$ cat src/rtl/video_timing_gen_if.sv
// Video timing interface: bundles the pixel-rate enable with the sync, blanking,
// coordinate and frame-marker outputs of the raster timing generator.
//   pix_en       pixel-rate enable (consumer -> generator)
//   hsync/vsync  sync levels, polarity set by the generator parameters
//   blank_       1 = active video, 0 = blanking
//   pixel_x/y    counter values decoded this cycle (12 bit)
//   line_start   1-cycle pulse at h_cnt == 0
//   frame_start  1-cycle pulse at (h_cnt, v_cnt) == (0, 0)
//   frame_cnt    frames started since reset (16 bit, wrapping)
interface video_timing_gen_if;
  logic        pix_en;
  logic        hsync;
  logic        vsync;
  logic        blank_;
  logic [11:0] pixel_x;
  logic [11:0] pixel_y;
  logic        line_start;
  logic        frame_start;
  logic [15:0] frame_cnt;

  modport master (
    input  pix_en,
    output hsync, vsync, blank_, pixel_x, pixel_y, line_start, frame_start, frame_cnt
  );

  modport slave (
    output pix_en,
    input  hsync, vsync, blank_, pixel_x, pixel_y, line_start, frame_start, frame_cnt
  );
endinterface

$ cat src/rtl/video_timing_gen.sv
// Raster timing generator. Walks a programmable horizontal/vertical raster one
// pixel per pix_en cycle and produces registered sync, blanking, coordinate and
// frame-marker outputs describing the counter state before each enabled edge.
// Ports:
//   clock  single clock, all state on posedge
//   reset  synchronous, active-high; has priority over pix_en
//   vo     video_timing_gen_if.master (pix_en in; sync/blank/coords/markers out)
module video_timing_gen #(
  parameter int unsigned H_ACTIVE = 640,
  parameter int unsigned H_FP     = 16,
  parameter int unsigned H_SYNC   = 96,
  parameter int unsigned H_BP     = 48,
  parameter int unsigned V_ACTIVE = 480,
  parameter int unsigned V_FP     = 10,
  parameter int unsigned V_SYNC   = 2,
  parameter int unsigned V_BP     = 33,
  parameter bit          HS_POL   = 1'b0,
  parameter bit          VS_POL   = 1'b0
) (
  input  logic               clock,
  input  logic               reset,
  video_timing_gen_if.master vo
);

  localparam int unsigned H_TOTAL = H_ACTIVE + H_FP + H_SYNC + H_BP;
  localparam int unsigned V_TOTAL = V_ACTIVE + V_FP + V_SYNC + V_BP;

  if (H_TOTAL > 4096 || V_TOTAL > 4096) begin : g_total_check
    $error("video_timing_gen: H_TOTAL and V_TOTAL must be <= 4096");
  end

  // Thresholds are 13 bits wide so a sync pulse ending exactly at a total of
  // 4096 still compares correctly against the 12-bit counters.
  localparam logic [11:0] H_LAST   = 12'(H_TOTAL - 1);
  localparam logic [11:0] V_LAST   = 12'(V_TOTAL - 1);
  localparam logic [12:0] H_ACT_E  = 13'(H_ACTIVE);
  localparam logic [12:0] HS_START = 13'(H_ACTIVE + H_FP);
  localparam logic [12:0] HS_END   = 13'(H_ACTIVE + H_FP + H_SYNC);
  localparam logic [12:0] V_ACT_E  = 13'(V_ACTIVE);
  localparam logic [12:0] VS_START = 13'(V_ACTIVE + V_FP);
  localparam logic [12:0] VS_END   = 13'(V_ACTIVE + V_FP + V_SYNC);

  logic [11:0] h_cnt_q, h_cnt_d;
  logic [11:0] v_cnt_q, v_cnt_d;
  logic        hsync_q, hsync_d;
  logic        vsync_q, vsync_d;
  logic        blank_q, blank_d;
  logic [11:0] pixel_x_q, pixel_x_d;
  logic [11:0] pixel_y_q, pixel_y_d;
  logic        line_start_q, line_start_d;
  logic        frame_start_q, frame_start_d;
  logic [15:0] frame_cnt_q, frame_cnt_d;

  logic [12:0] h_ext;
  logic [12:0] v_ext;
  logic        h_sync_act;
  logic        v_sync_act;
  logic        frame_hit;

  always_comb begin
    h_ext      = {1'b0, h_cnt_q};
    v_ext      = {1'b0, v_cnt_q};
    h_sync_act = (h_ext >= HS_START) && (h_ext < HS_END);
    v_sync_act = (v_ext >= VS_START) && (v_ext < VS_END);
    frame_hit  = (h_cnt_q == '0) && (v_cnt_q == '0);

    h_cnt_d       = h_cnt_q;
    v_cnt_d       = v_cnt_q;
    hsync_d       = hsync_q;
    vsync_d       = vsync_q;
    blank_d       = blank_q;
    pixel_x_d     = pixel_x_q;
    pixel_y_d     = pixel_y_q;
    // Markers are single-cycle: they drop on any edge that does not decode them.
    line_start_d  = 1'b0;
    frame_start_d = 1'b0;
    frame_cnt_d   = frame_cnt_q;

    if (vo.pix_en) begin
      // Outputs take the decode of the pre-increment counters.
      hsync_d       = h_sync_act ? HS_POL : ~HS_POL;
      vsync_d       = v_sync_act ? VS_POL : ~VS_POL;
      blank_d       = (h_ext < H_ACT_E) && (v_ext < V_ACT_E);
      pixel_x_d     = h_cnt_q;
      pixel_y_d     = v_cnt_q;
      line_start_d  = (h_cnt_q == '0);
      frame_start_d = frame_hit;
      frame_cnt_d   = frame_cnt_q + 16'(frame_hit);

      if (h_cnt_q == H_LAST) begin
        h_cnt_d = '0;
        v_cnt_d = (v_cnt_q == V_LAST) ? '0 : v_cnt_q + 12'd1;
      end else begin
        h_cnt_d = h_cnt_q + 12'd1;
      end
    end
  end

  always_ff @(posedge clock) begin
    if (reset) begin
      h_cnt_q       <= '0;
      v_cnt_q       <= '0;
      hsync_q       <= ~HS_POL;
      vsync_q       <= ~VS_POL;
      blank_q       <= 1'b0;
      pixel_x_q     <= '0;
      pixel_y_q     <= '0;
      line_start_q  <= 1'b0;
      frame_start_q <= 1'b0;
      frame_cnt_q   <= '0;
    end else begin
      h_cnt_q       <= h_cnt_d;
      v_cnt_q       <= v_cnt_d;
      hsync_q       <= hsync_d;
      vsync_q       <= vsync_d;
      blank_q       <= blank_d;
      pixel_x_q     <= pixel_x_d;
      pixel_y_q     <= pixel_y_d;
      line_start_q  <= line_start_d;
      frame_start_q <= frame_start_d;
      frame_cnt_q   <= frame_cnt_d;
    end
  end

  assign vo.hsync       = hsync_q;
  assign vo.vsync       = vsync_q;
  assign vo.blank_      = blank_q;
  assign vo.pixel_x     = pixel_x_q;
  assign vo.pixel_y     = pixel_y_q;
  assign vo.line_start  = line_start_q;
  assign vo.frame_start = frame_start_q;
  assign vo.frame_cnt   = frame_cnt_q;

endmodule

$ cat src/flat_wrapper.sv
// flat-port wrapper written by rule: the top's interface ports become plain ports
module video_timing_gen_flat 
#(
  parameter int unsigned H_ACTIVE = 640,
  parameter int unsigned H_FP     = 16,
  parameter int unsigned H_SYNC   = 96,
  parameter int unsigned H_BP     = 48,
  parameter int unsigned V_ACTIVE = 480,
  parameter int unsigned V_FP     = 10,
  parameter int unsigned V_SYNC   = 2,
  parameter int unsigned V_BP     = 33,
  parameter bit          HS_POL   = 1'b0,
  parameter bit          VS_POL   = 1'b0
)
  (clock, reset, vo_pix_en, vo_hsync, vo_vsync, vo_blank_, vo_pixel_x, vo_pixel_y, vo_line_start, vo_frame_start, vo_frame_cnt);
  video_timing_gen_if vo_i ();
  input  logic clock;
  input  logic reset;
  input wire logic [$bits(vo_i.pix_en)-1:0] vo_pix_en;
  output wire logic [$bits(vo_i.hsync)-1:0] vo_hsync;
  output wire logic [$bits(vo_i.vsync)-1:0] vo_vsync;
  output wire logic [$bits(vo_i.blank_)-1:0] vo_blank_;
  output wire logic [$bits(vo_i.pixel_x)-1:0] vo_pixel_x;
  output wire logic [$bits(vo_i.pixel_y)-1:0] vo_pixel_y;
  output wire logic [$bits(vo_i.line_start)-1:0] vo_line_start;
  output wire logic [$bits(vo_i.frame_start)-1:0] vo_frame_start;
  output wire logic [$bits(vo_i.frame_cnt)-1:0] vo_frame_cnt;
  assign vo_i.pix_en = vo_pix_en;
  assign vo_hsync = vo_i.hsync;
  assign vo_vsync = vo_i.vsync;
  assign vo_blank_ = vo_i.blank_;
  assign vo_pixel_x = vo_i.pixel_x;
  assign vo_pixel_y = vo_i.pixel_y;
  assign vo_line_start = vo_i.line_start;
  assign vo_frame_start = vo_i.frame_start;
  assign vo_frame_cnt = vo_i.frame_cnt;
  video_timing_gen #(.H_ACTIVE(H_ACTIVE), .H_FP(H_FP), .H_SYNC(H_SYNC), .H_BP(H_BP), .V_ACTIVE(V_ACTIVE), .V_FP(V_FP), .V_SYNC(V_SYNC), .V_BP(V_BP), .HS_POL(HS_POL), .VS_POL(VS_POL)) u_core (.clock(clock), .reset(reset), .vo(vo_i));
endmodule
$ cat config.mk
export PLATFORM = sky130hd
export DESIGN_NAME = video_timing_gen_flat
export DESIGN_NICKNAME = d
export VERILOG_FILES = /design/src/rtl/video_timing_gen_if.sv /design/src/rtl/video_timing_gen.sv /design/src/flat_wrapper.sv
export SDC_FILE = /design/constraint.sdc
export NUM_CORES = 1
export LEC_CHECK = 0
export BUFFER_PORTS_ARGS = -buffer_cell sky130_fd_sc_hd__clkbuf_2
export CORE_MARGIN = 2
export CORE_UTILIZATION = 40
export DETAILED_ROUTE_END_ITERATION = 6
export PLACE_DENSITY_LB_ADDON = 0.2
export RECOVER_POWER = 50
export SETUP_SLACK_MARGIN = 0.3
export SLEW_MARGIN = 0
export SYNTH_ARGS = -nofsm -noshare
export SYNTH_HDL_FRONTEND = slang
export SYNTH_SLANG_ARGS = --single-unit
$ cat constraint.sdc
create_clock -name clock -period 3.5 [get_ports clock]
set_input_delay 0.7 -clock clock [delete_from_list [all_inputs] [get_ports clock]]
set_output_delay 0.7 -clock clock [all_outputs]
set_load 0.05 [all_outputs]
# Yosys cells after proc, flatten, opt, wreduce, memory -nomap -nowiden
# Cells that the tools add are included.
# W data, S select, Z words.
op_classes:
  n_addsub: 3
  magnitude_cmp: 6
  n_eq_ne: 2
  n_mux: 4
  bitwise: 1
  reduce_logical: 8
op_table:
  columns: ["operator", "n"]
  rows:
  - ["$add A12 B1 Y12 const B", 2]
  - ["$eq A12 B10 Y1 const B", 2]
  - ["$logic_not A12 Y1", 2]
  - ["$lt A12 B10 Y1 const B", 2]
  - ["$lt A12 B9 Y1 const B", 2]
  - ["$mux W12", 2]
  - ["$add A16 B1 Y16", 1]
  - ["$ge A12 B10 Y1 const B", 1]
  - ["$ge A12 B9 Y1 const B", 1]
  - ["$logic_and A1 B1 Y1", 4]
  - ["$mux W1", 2]
  - ["$reduce_and A2 Y1", 1]
  - ["$reduce_or A2 Y1", 1]
  - ["$not A1 Y1", 1]
word_totals:
  ff_bits: 69
  input_bits: 3
  out_inout_bits: 45
  wordCells: 34

# Longest topological paths before layout
# Gate-level depths: netlist (run 1).
logic_depth:
  depth_word: 3
  mapped_depth: 11

# Least setup slack after synthesis (run 1)
# OpenSTA, ideal clock, no wires.
synth_path:
  path_type: "register to register"
  start: "register u_core.v_cnt_q[0]"
  end: "register u_core.frame_cnt_q[12] (netlist: u_core.vo.frame_cnt[12])"
  arrival_time_ns: 2.348
  required_time_ns: 3.372
  path_slack_ns: 1.025
  stages_incl_launch_ff: 12
  cell_sequence: "dfxtp_1 -> inv_1 -> ha_1 -> nor4b_1 -> nand2_1 -> nor4_1 -> ha_1 -> ha_1 -> nand3_1 -> nor4_1 -> xnor2_1 -> nor2_1"
synth_between:
  elab_chain_cells: 3
synth_rtl:
  columns: ["item", "line_no", "rtl"]
  rows:
  - ["start: declaration", "video_timing_gen.sv:44", "logic [11:0] v_cnt_q, v_cnt_d;"]
  - ["start signal: assignment", "video_timing_gen.sv:113", "v_cnt_q <= v_cnt_d;"]
  - ["$logic_not A12 Y1", "video_timing_gen.sv:65", "frame_hit = (h_cnt_q == '0) && (v_cnt_q == '0);"]
  - ["$logic_and A1 B1 Y1", "video_timing_gen.sv:65", null]
  - ["named net u_core.frame_hit", "video_timing_gen.sv:58", "logic frame_hit;"]
  - ["$add A16 B1 Y16", "video_timing_gen.sv:88", "frame_cnt_d = frame_cnt_q + 16'(frame_hit);"]
  - ["end signal: assignment", "video_timing_gen.sv:121", "frame_cnt_q <= frame_cnt_d;"]
  - ["end: declaration", "video_timing_gen.sv:52", "logic [15:0] frame_cnt_q, frame_cnt_d;"]
# The timed path passes the listed nets, and every way through them passes these cells.
# A chain may end at the register's enable or synchronous reset.

# Final worst setup path (run 1)
layout_path:
  start: "register u_core.v_cnt_q[11]"
  end: "register u_core.frame_cnt_q[14] (netlist: u_core.vo.frame_cnt[14])"
# Same word-level chain as after synthesis.

==> results.py, run 1 <==
metrics = {
    "worst_setup_path": {
        "criticalPathCategory": "flop to flop",
        "crit_buf_inv": 0,
        "slowest_stage": "or3_1",
        "path_cells": "or3_1, or3_1, nor4_1, ha_1, ha_1, nand3_1, nor4_1, xnor2_1, nor2_1",
        "cpLargestDelayFamily": "simple AND/OR/NAND/NOR gates",
        "worstSetupEndpointType": "flop",
        "startpoint_type": "flop",
        "max_stage_delay_ns": 0.43,
        "arrival_ns": 3.06,
        "cp.required_ns": 3.64,
        "path_max_fanout": 6,
    },
    "timing": {
        "tns_ns": 0,
        "relSlewSlack_pct": -52.3,
        "hold_viol_final": 0,
        "layout_min_cycle_time_ns": 2.91,
        "fin_crit_sh_pct": 83.3,
        "setup_viol_count_final": 0,
        "fmax_mhz": 343,
        "maxSlewViolCount": 55,
        "worstMarginPinSlew_ns": 2.28,
        "rsz0062_at_grt": "no",
        "clock_skew_ns": 0.00881,
    },
    "yosys": {
        "synthArstFlopShare_pct": 0,
        "netlist_area_um2": 3110,
        "synth_mux_area_share_pct": 8.04,
        "synth_edf_count": 0,
        "synth_adder_area_share_pct": 2.81,
        "synth.most_common_cell": "dfxtp_1",
        "synth_nets": 362,
        "seq_area_frac_synth_pct": 44.4,
        "synth_area_leaders": "dfxtp_1, mux2i_1, nor2_1, xnor2_1, a21oi_1",
        "post-synth-top-area-cell": "dfxtp_1",
        "yosys.area_share.xor_xnor_pct": 5.35,
        "ys.flop_type": "dfxtp_1",
        "yosys.area_share.simple_pct": 26.0,
        "synth_compound_area_share_pct": 7.88,
        "synth_top_family_by_area": "simple AND/OR/NAND/NOR gates",
        "avgSynthCellArea_um2": 8.84,
        "ys_ff_latch": 69,
        "ys_top_cells_by_count": "dfxtp_1, nor2_1, mux2i_1, a21oi_1",
        "netlist.area_leader.share_pct": 44.4,
        "synth_cell_types": 49,
        "synth_warnings": 0,
        "syn_inst": 352,
    },
    "clocking": {
        "cts_buffer_depth": 2,
        "clock_sinks": 69,
        "h-tree-depth": 3,
        "clk_pin_slew_ns": 0.07,
        "clockRootBuffer": "clkbuf_8",
        "hold_buffers": 0,
        "clk_latency_ns": 0.34,
        "cts_buffers": 9,
        "cts_setup_buffers": 0,
        "cts_tree": "built",
        "cts_resized": 0,
    },
    "final_layout": {
        "antenna_cells": 0,
        "finalInstanceArea_um2": 3590,
        "n_fill_cell": 761,
        "area_growth_pct": 15.2,
        "finish.utilization_pct": 46.9,
        "layout-drive-gt1-share_pct": 11.9,
        "final_nets": 401,
    },
    "route": {
        "drc": 0,
        "drt_iter0_drc": 135,
        "wl_per_cell_um": 13.6,
        "routed_wl_mm": 6.75,
        "dr.pass1.iters": 4,
        "postRouteAntennaNets": 0,
        "vias": 2591,
        "vias_per_cell": 5.20,
    },
    "power_and_ir_drop": {
        "ir_worst_vdd_v": 0.000184,
        "p_int_uw": 1260,
        "power.density_nw_per_um2": 450,
        "comb_power_share_pct": 5.3,
        "switching_power_uw": 356,
        "power_leakage_uw": 0.00135,
        "pwr-share-seq_pct": 49.6,
        "clkPwrFrac_pct": 45.1,
        "p_sw_share_pct": 22.1,
    },
    "placed_design": {
        "portBuffers": 47,
        "placed_cell_area_um2": 3390,
        "gp_congestion": 0.839,
        "place_hpwl_mm": 4.62,
    },
    "hold_path": {
        "hold_class": "flop to flop",
    },
    "run_status": {
        "run_status": "finished with violations",
        "violations": "capacitance limit, slew limit",
    },
    "global_routing": {
        "grt_overflow": 0,
        "grt_pass1_wl_mm": 11.5,
        "antenna_found_initial": 0,
        "gr-usage-all-layers_pct": 17.0,
        "grt_max_degree": 55,
        "grt_pass1_vias": 2358,
    },
    "die": {
        "die_area_um2": 8500,
        "start_util_pct": 40.7,
        "rows": 32,
        "die_w_um": 92.2,
        "ioPinCount": 48,
        "die_h_um": 92.2,
        "core_area_um2": 7650,
    },
    "run": {
        "max_cap_viol_count": 1,
    },
}
[worst register-to-register path, stage by stage (launching register included)]
cell,delay (ns)
dfxtp_1,0.35
or3_1,0.43
or3_1,0.36
nor4_1,0.34
ha_1,0.26
ha_1,0.20
nand3_1,0.20
nor4_1,0.38
xnor2_1,0.16
nor2_1,0.05
[state kept, by name (all words and copies together) (netlist names)]
signal,cells
u_core.v_cnt_q,12
u_core.vo.pixel_y,12
u_core.h_cnt_q,12
u_core.vo.vsync,1
u_core.vo.line_start,1
u_core.vo.frame_cnt,16
u_core.vo.pixel_x,12
u_core.vo.frame_start,1
u_core.vo.hsync,1
u_core.vo.blank_,1
[placed cells by master, fill, tap and decap left out, types with 2 or more instances in the layout]
cell type / netlist / layout
a21oi_1: 19 / 19
a31oi_1: 2 / 2
and3_1: 4 / 4
and3_2: 3 / 3
and4_1: 4 / 4
buf_4: 2 / 2
bufinv_16: 0 / 2
clkbuf_1: 11 / 30
clkbuf_2: 1 / 20
clkbuf_8: 0 / 11
dfxtp_1: 69 / 69
ha_1: 7 / 7
inv_1: 16 / 16
mux2i_1: 25 / 25
nand2_1: 14 / 14
nand2b_1: 8 / 8
nand3_1: 16 / 16
nand4_1: 13 / 13
nor2_1: 53 / 53
nor3_1: 5 / 5
nor3b_1: 2 / 2
nor4_1: 8 / 8
o21ai_0: 7 / 7
o22ai_1: 5 / 5
o31ai_1: 2 / 2
or3_1: 7 / 7
xnor2_1: 12 / 12
xor2_1: 7 / 7
[final cells by class]
| type | count | area, µm² | share of cell area, % |
|---|---|---|---|
| tap | 102 | 128 | 3.56 |
| timing repair buffer | 50 | 220 | 6.14 |
| sequential | 69 | 1380 | 38.5 |
| inverter | 17 | 63.8 | 1.78 |
| multi-input combinational | 244 | 1570 | 43.7 |
| clock inverter | 3 | 67.6 | 1.88 |
| clock buffer | 13 | 159 | 4.43 |
[routing by layer]
layer | routed length [µm] | global-route usage (%) | vias up
li1 | - | - | 1310
met1 | 3380 | 24.5 | 1201
met2 | 2940 | 24.8 | 71
met3 | 315 | 3.20 | 9
met4 | 113 | 7.34 | 0
met5 | 0 | 0 | -
[worst paths after layout]
path	start	endpoint	slack, ns	depth (start not counted)
max	u_core.v_cnt_q[11]$_SDFFE_PP0P_	u_core.vo.frame_cnt[14]$_SDFFE_PP0P_	0.59	9
min	u_core.vo.pixel_x[4]$_SDFFE_PP0P_	u_core.vo.pixel_x[4]$_SDFFE_PP0P_	0.48	2
max reg2reg	u_core.v_cnt_q[11]$_SDFFE_PP0P_	u_core.vo.frame_cnt[14]$_SDFFE_PP0P_	0.59	9
min reg2reg	u_core.vo.pixel_x[4]$_SDFFE_PP0P_	u_core.vo.pixel_x[4]$_SDFFE_PP0P_	0.48	2
[logic make-up after synthesis]
kind of cell / after synthesis
adder cells (fa/ha/maj): 7
multiplexers: 25
buffers and inverters: 39
flip-flops: 69
XOR/XNOR: 19
AND/OR/NAND/NOR: 151
AO/OA/AOI/OAI: 42
[per-stage QoR]
stage / hold WS [ns] / cells / setup WS, ns / power (µW)
floorplan: 0.480 / 352 / 1.02 / 887
global placement: 0.459 / 482 / 0.787 / 905
detailed placement: 0.464 / 482 / 0.650 / 906
CTS: 0.476 / 498 / 0.565 / 1640
global route: 0.485 / 498 / 0.273 / 1670
finish: 0.476 / 498 / 0.585 / 1610
[power groups by stage]
stage,Sequential (µW),Combinational [µW],Clock [µW]
after global placement,818,87.3,0
after detailed placement,818,88.1,0
after floorplan,837,49.1,0
after global routing,801,94.4,778
after CTS,800,88.4,751
final,800,86.1,728
Power figures use the tool's default switching activity.
==> inputs of run 2 (changes only) <==
==> constraint.sdc (replaced) <==
create_clock -name clock -period 2.5 [get_ports clock]
set_input_delay 0.5 -clock clock [delete_from_list [all_inputs] [get_ports clock]]
set_output_delay 0.5 -clock clock [all_outputs]
set_load 0.05 [all_outputs]
==> results.py, run 2 (synthesized netlist as in run 1, its figures left out) <==
metrics = {
    "run_status": {
        "run_status": "complete, no violations",
    },
    "hold_path": {
        "hold_class": "flop to flop",
        "min_path_cells": 2,
        "hold_end": "u_core.vo.blank_$_SDFFE_PP0P_",
        "min_from": "u_core.vo.blank_$_SDFFE_PP0P_",
    },
    "clocking": {
        "clk_latency_ns": 0.34,
        "cts_tree": "built",
        "h-tree-depth": 3,
        "clk_pin_slew_ns": 0.08,
        "clockRootBuffer": "clkbuf_8",
        "hold_buffers": 0,
        "cts_buffers": 9,
        "clock_sinks": 69,
        "cts_buffer_depth": 2,
    },
    "placed_design": {
        "gp_congestion": 0.818,
        "dp.cells": 503,
        "portBuffers": 47,
        "place_hpwl_mm": 5.07,
    },
    "die": {
        "ioPinCount": 48,
        "start_util_pct": 40.7,
        "die_h_um": 92.2,
        "core_area_um2": 7650,
        "die_w_um": 92.2,
        "die_area_um2": 8500,
        "rows": 32,
    },
    "global_routing": {
        "grt_max_degree": 23,
        "grt_pass1_vias": 2481,
        "grt_pass1_wl_mm": 12.4,
        "antenna_found_initial": 0,
        "gr-usage-all-layers_pct": 18.5,
        "grt_overflow": 0,
    },
    "power_and_ir_drop": {
        "switching_power_uw": 523,
        "ir_worst_vdd_v": 0.000314,
        "pwr-share-seq_pct": 54.4,
        "p_sw_share_pct": 25.5,
        "power_leakage_uw": 0.00150,
        "power.density_nw_per_um2": 533,
        "clkPwrFrac_pct": 38.7,
        "comb_power_share_pct": 6.9,
        "p_int_uw": 1530,
    },
    "timing": {
        "fin_crit_sh_pct": 92.6,
        "hold_viol_final": 0,
        "fmax_mhz": 432,
        "setup_viol_count_final": 0,
        "rsz0062_at_grt": "yes",
        "maxSlewViolCount": 0,
        "tns_ns": 0,
        "worstMarginPinSlew_ns": 1.04,
        "relSlewSlack_pct": 30.7,
        "layout_min_cycle_time_ns": 2.32,
        "clock_skew_ns": 0.0113,
    },
    "worst_setup_path": {
        "criticalPathCategory": "flop to flop",
        "reg2reg_from": "u_core.v_cnt_q[11]$_SDFFE_PP0P_",
        "max_stage_delay_ns": 0.38,
        "worstSetupEndpointType": "flop",
        "slowest_stage": "or3_4",
        "r2r-end": "u_core.vo.frame_cnt[7]$_SDFFE_PP0P_",
        "cp.required_ns": 2.77,
        "path_cells": "or3_4, or3_4, nor4_4, ha_2, nand4_1, buf_6, or3_1, a21oi_1",
        "path_common_cell": "or3_4",
        "startpoint_type": "flop",
        "r2r_cells": 8,
        "arrival_ns": 2.59,
        "reg2reg_slack_ns": 0.18,
        "path_max_fanout": 8,
    },
    "final_layout": {
        "antenna_cells": 0,
        "finish.utilization_pct": 50.4,
        "area_growth_pct": 23.8,
        "largest_reg_flops": 16,
        "layout-drive-gt1-share_pct": 20.7,
        "instances_no_fill": 523,
        "final_common_cell": "dfxtp_1",
        "final_nets": 427,
        "mostFrequentLayoutCells": "dfxtp_1, nor2_1, clkbuf_1, mux2i_1, buf_4",
    },
    "route": {
        "drt_iter0_drc": 74,
        "wl_per_cell_um": 14.2,
        "vias": 2717,
        "dr.pass1.iters": 4,
        "routed_wl_mm": 7.41,
        "postRouteAntennaNets": 0,
        "vias_per_cell": 5.20,
        "drc": 0,
    },
    "run": {
        "max_cap_viol_count": 0,
    },
}
-- run 2: cell types whose count changed in the layout (fill, tap and decap cells not counted), sizes merged --
| cell | delta |
|---|---|
| bufinv | -2 |
| clkinv | +4 |
| clkbuf | -2 |
| buf | +25 |
-- run 2: critical path, delay by kind of cell, from the launching register on --
kind / cells / cell delay, ns
AO/OA/AOI/OAI: 1 / 0.13
buffers and inverters: 1 / 0.19
AND/OR/NAND/NOR: 5 / 1.34
adder cells (fa/ha/maj): 1 / 0.26
flip-flops: 1 / 0.32
-- run 2: per-stage QoR --
stage | total power (µW) | area (µm²) | setup slack [ns] | hold slack, ns
global placement | 1280 | 3580 | 0.0780 | 0.454
global route | 2140 | 3850 | 0.0285 | 0.499
finish | 2050 | 3850 | 0.184 | 0.474
floorplan | 1240 | 3150 | 0.241 | 0.480
CTS | 2070 | 3860 | 0.152 | 0.478
detailed placement | 1280 | 3580 | -0.0185 | 0.468
-- run 2: final cells by class --
class,instances,area (µm²)
flip-flops and latches,69,1380
inverters,17,63.8
repair buffers,76,419
clock inverters,5,27.5
well taps,102,128
multi-input cells,244,1690
clock buffers,10,138
fillers,760,3790
-- run 2: worst max path at each step --
stage                                          from                                   to  slack [ns]  cells past startpoint
CTS                 u_core.v_cnt_q[11]$_SDFFE_PP0P_  u_core.vo.frame_cnt[6]$_SDFFE_PP0P_        0.15                      8
finish              u_core.v_cnt_q[11]$_SDFFE_PP0P_  u_core.vo.frame_cnt[7]$_SDFFE_PP0P_        0.18                      8
detailed placement  u_core.v_cnt_q[11]$_SDFFE_PP0P_  u_core.vo.frame_cnt[9]$_SDFFE_PP0P_       -0.02                      8
global placement    u_core.v_cnt_q[11]$_SDFFE_PP0P_  u_core.vo.frame_cnt[9]$_SDFFE_PP0P_        0.08                      8
global route        u_core.h_cnt_q[11]$_SDFFE_PP0P_  u_core.vo.frame_cnt[9]$_SDFFE_PP0P_        0.03                      9
floorplan           u_core.v_cnt_q[11]$_SDFFE_PP0P_  u_core.vo.frame_cnt[6]$_SDFFE_PP0P_        0.24                      8
-- run 2: repair_timing --
| item | 4_1_cts | 5_1_grt |
|---|---|---|
| gates resized for setup | 17 | 5 |
| pin swaps | 6 | 8 |
| endpoints found under the setup margin | 12 | 14 |
| buffers inserted | 4 | 1 |
-- run 2: power by group through the flow --
| stage | registers, µW | logic [µW] | clock network [µW] |
|---|---|---|---|
| 2_1_floorplan | 1170 | 70.0 | 0 |
| 3_3_place_gp | 1140 | 134 | 0 |
| 4_1_cts | 1120 | 142 | 813 |
| 6_report | 1120 | 142 | 795 |
| 5_1_grt | 1120 | 154 | 866 |
| 3_5_place_dp | 1140 | 135 | 0 |
-- run 2: per-layer routing --
metal	up-vias	routed length (µm)	GRT usage, %
li1	1357	-	-
met4	0	131	6.97
met5	-	0	0
met1	1288	3720	25.2
met3	14	281	4.35
met2	58	3270	28.4
==> inputs of run 3 (changes only) <==
--- a/config.mk
+++ b/config.mk
@@ -6,8 +6,11 @@
 export NUM_CORES = 1
 export LEC_CHECK = 0
 export BUFFER_PORTS_ARGS = -buffer_cell sky130_fd_sc_hd__clkbuf_2
+export CELL_PAD_IN_SITES_DETAIL_PLACEMENT = 1
+export CELL_PAD_IN_SITES_GLOBAL_PLACEMENT = 2
+export CORE_ASPECT_RATIO = 1.1
 export CORE_MARGIN = 2
-export CORE_UTILIZATION = 40
+export CORE_UTILIZATION = 31
 export DETAILED_ROUTE_END_ITERATION = 6
 export PLACE_DENSITY_LB_ADDON = 0.2
 export RECOVER_POWER = 50
==> results.py, run 3 (synthesized netlist as in run 1, its figures left out) <==
metrics = {
    "worst_setup_path": {
        "path_max_fanout": 9,
        "startpoint_type": "flop",
        "slowest_stage": "or3_1",
        "max_stage_delay_ns": 0.38,
        "reg2reg_slack_ns": 0.17,
        "reg2reg_from": "u_core.v_cnt_q[11]$_SDFFE_PP0P_",
        "worstSetupEndpointType": "flop",
        "r2r-end": "u_core.vo.frame_cnt[15]$_SDFFE_PP0P_",
        "r2r_cells": 9,
        "arrival_ns": 2.58,
        "cp.required_ns": 2.75,
        "criticalPathCategory": "flop to flop",
        "path_cells": "or3_1, or3_4, nor4_4, ha_2, nand4_1, buf_6, nor3_4, a21oi_1, a31o_2",
    },
    "hold_path": {
        "min_path_cells": 2,
        "min_from": "u_core.vo.pixel_y[3]$_SDFFE_PP0P_",
        "hold_class": "flop to flop",
        "hold_end": "u_core.vo.pixel_y[3]$_SDFFE_PP0P_",
    },
    "route": {
        "wl_per_cell_um": 15.9,
        "postRouteAntennaNets": 0,
        "vias": 2718,
        "vias_per_cell": 4.97,
        "drt_iter0_drc": 82,
        "drc": 0,
        "routed_wl_mm": 8.68,
        "dr.pass1.iters": 4,
    },
    "placed_design": {
        "dp.cells": 526,
        "gp_congestion": 0.763,
        "dp_slack_ns": 0.0710,
        "place_hpwl_mm": 6.23,
        "portBuffers": 47,
    },
    "final_layout": {
        "antenna_cells": 0,
        "n_fill_cell": 1172,
        "instances_no_fill": 547,
        "mostFrequentLayoutCells": "dfxtp_1, nor2_1, clkbuf_1, buf_4, mux2i_1",
        "largest_reg_flops": 16,
        "layout-drive-gt1-share_pct": 22.2,
        "final_common_cell": "dfxtp_1",
        "area_growth_pct": 27.9,
        "final_nets": 432,
    },
    "timing": {
        "tns_ns": 0,
        "worstMarginPinSlew_ns": 1.21,
        "relSlewSlack_pct": 19.5,
        "fmax_mhz": 429,
        "rsz0062_at_grt": "yes",
        "hold_viol_final": 0,
        "setup_viol_count_final": 0,
        "setup_slack_ns": 0.171,
        "layout_min_cycle_time_ns": 2.33,
        "maxSlewViolCount": 0,
        "clock_skew_ns": 0.00857,
        "fin_crit_sh_pct": 93.2,
    },
    "clocking": {
        "clock_sinks": 69,
        "cts_buffer_depth": 2,
        "cts_tree": "built",
        "h-tree-depth": 3,
        "hold_buffers": 0,
        "cts_buffers": 9,
        "clk_pin_slew_ns": 0.08,
        "clk_latency_ns": 0.35,
        "clockRootBuffer": "clkbuf_8",
    },
    "power_and_ir_drop": {
        "power_leakage_uw": 0.00156,
        "power.density_nw_per_um2": 566,
        "ir_worst_vdd_v": 0.000237,
    },
    "die": {
        "start_util_pct": 31.6,
        "die_area_um2": 10900,
        "core_area_um2": 9840,
        "die_w_um": 99.5,
        "rows": 38,
        "ioPinCount": 48,
        "die_h_um": 109,
    },
    "run": {
        "max_cap_viol_count": 0,
    },
    "global_routing": {
        "antenna_found_initial": 0,
        "grt_max_degree": 56,
        "gr-usage-all-layers_pct": 17.1,
        "grt_pass1_wl_mm": 14.4,
        "grt_pass1_vias": 2774,
        "grt_overflow": 0,
    },
    "run_status": {
        "run_status": "complete, no violations",
    },
}
## run 3: cell types whose count changed in the layout (fill, tap and decap cells not counted), sizes merged
| cell | delta |
|---|---|
| buf | +4 |
| clkbuf | +4 |
| clkinv | -3 |
| bufinv | +1 |
## run 3: routing by layer
metal	wire, µm	GRT usage, %	vias up
li1	-	-	1370
met1	4330	22.9	1298
met4	133	6.16	0
met5	0	0	-
met3	307	3.91	10
met2	3920	27.0	40
## run 3: how the worst max path moves through the flow
stage	start	to	slack (ns)	cells past startpoint
floorplan	u_core.v_cnt_q[11]$_SDFFE_PP0P_	u_core.vo.frame_cnt[6]$_SDFFE_PP0P_	0.24	8
global placement	u_core.v_cnt_q[11]$_SDFFE_PP0P_	u_core.vo.frame_cnt[10]$_SDFFE_PP0P_	0.18	9
detailed placement	u_core.v_cnt_q[11]$_SDFFE_PP0P_	u_core.vo.frame_cnt[10]$_SDFFE_PP0P_	0.07	9
CTS	u_core.v_cnt_q[11]$_SDFFE_PP0P_	u_core.vo.frame_cnt[15]$_SDFFE_PP0P_	0.17	9
global route	u_core.v_cnt_q[11]$_SDFFE_PP0P_	u_core.vo.frame_cnt[15]$_SDFFE_PP0P_	0.05	9
finish	u_core.v_cnt_q[11]$_SDFFE_PP0P_	u_core.vo.frame_cnt[15]$_SDFFE_PP0P_	0.17	9
## run 3: final cells by class
cell class / count / area [µm²] / share of cell area [%]
multi-input combinational: 244 / 1710 / 42.9
sequential: 69 / 1390 / 34.8
timing repair buffer: 81 / 463 / 11.6
clock buffer: 13 / 169 / 4.24
tap: 120 / 150 / 3.77
inverter: 17 / 63.8 / 1.60
clock inverter: 3 / 42.5 / 1.07
## run 3: through the flow
stage	hold WS, ns	total power, µW	util (%)	cell area, µm²
6_report	0.477	2250	40.4	3980
3_3_place_gp	0.458	1280	37.1	3660
4_1_cts	0.478	2280	40.3	3960
3_5_place_dp	0.466	1280	37.1	3660
5_1_grt	0.507	2350	40.4	3980
2_1_floorplan	0.480	1240	-	3150
## run 3: critical path: cells and delay by family, from the launching register on
family          cells  cell delay (ns)
compound gates      2             0.32
simple gates        5             1.16
fa+ha+maj           1             0.25
buf+inv             1             0.18
flops               1             0.31
## run 3: power by group
group	switching [µW]	leakage [µW]	total, µW	internal [µW]
clock	442	0.000106	984	542
sequential	8.13	0.000559	1120	1110
combinational	99.0	0.000892	149	50.4
total	550	0.00156	2250	1700
## run 3: repair_timing
action / in CTS / in global routing
pin swaps: 4 / 4
setup endpoints to repair: 11 / 19
buffers inserted: 4 / 1
resized for setup: 12 / 10
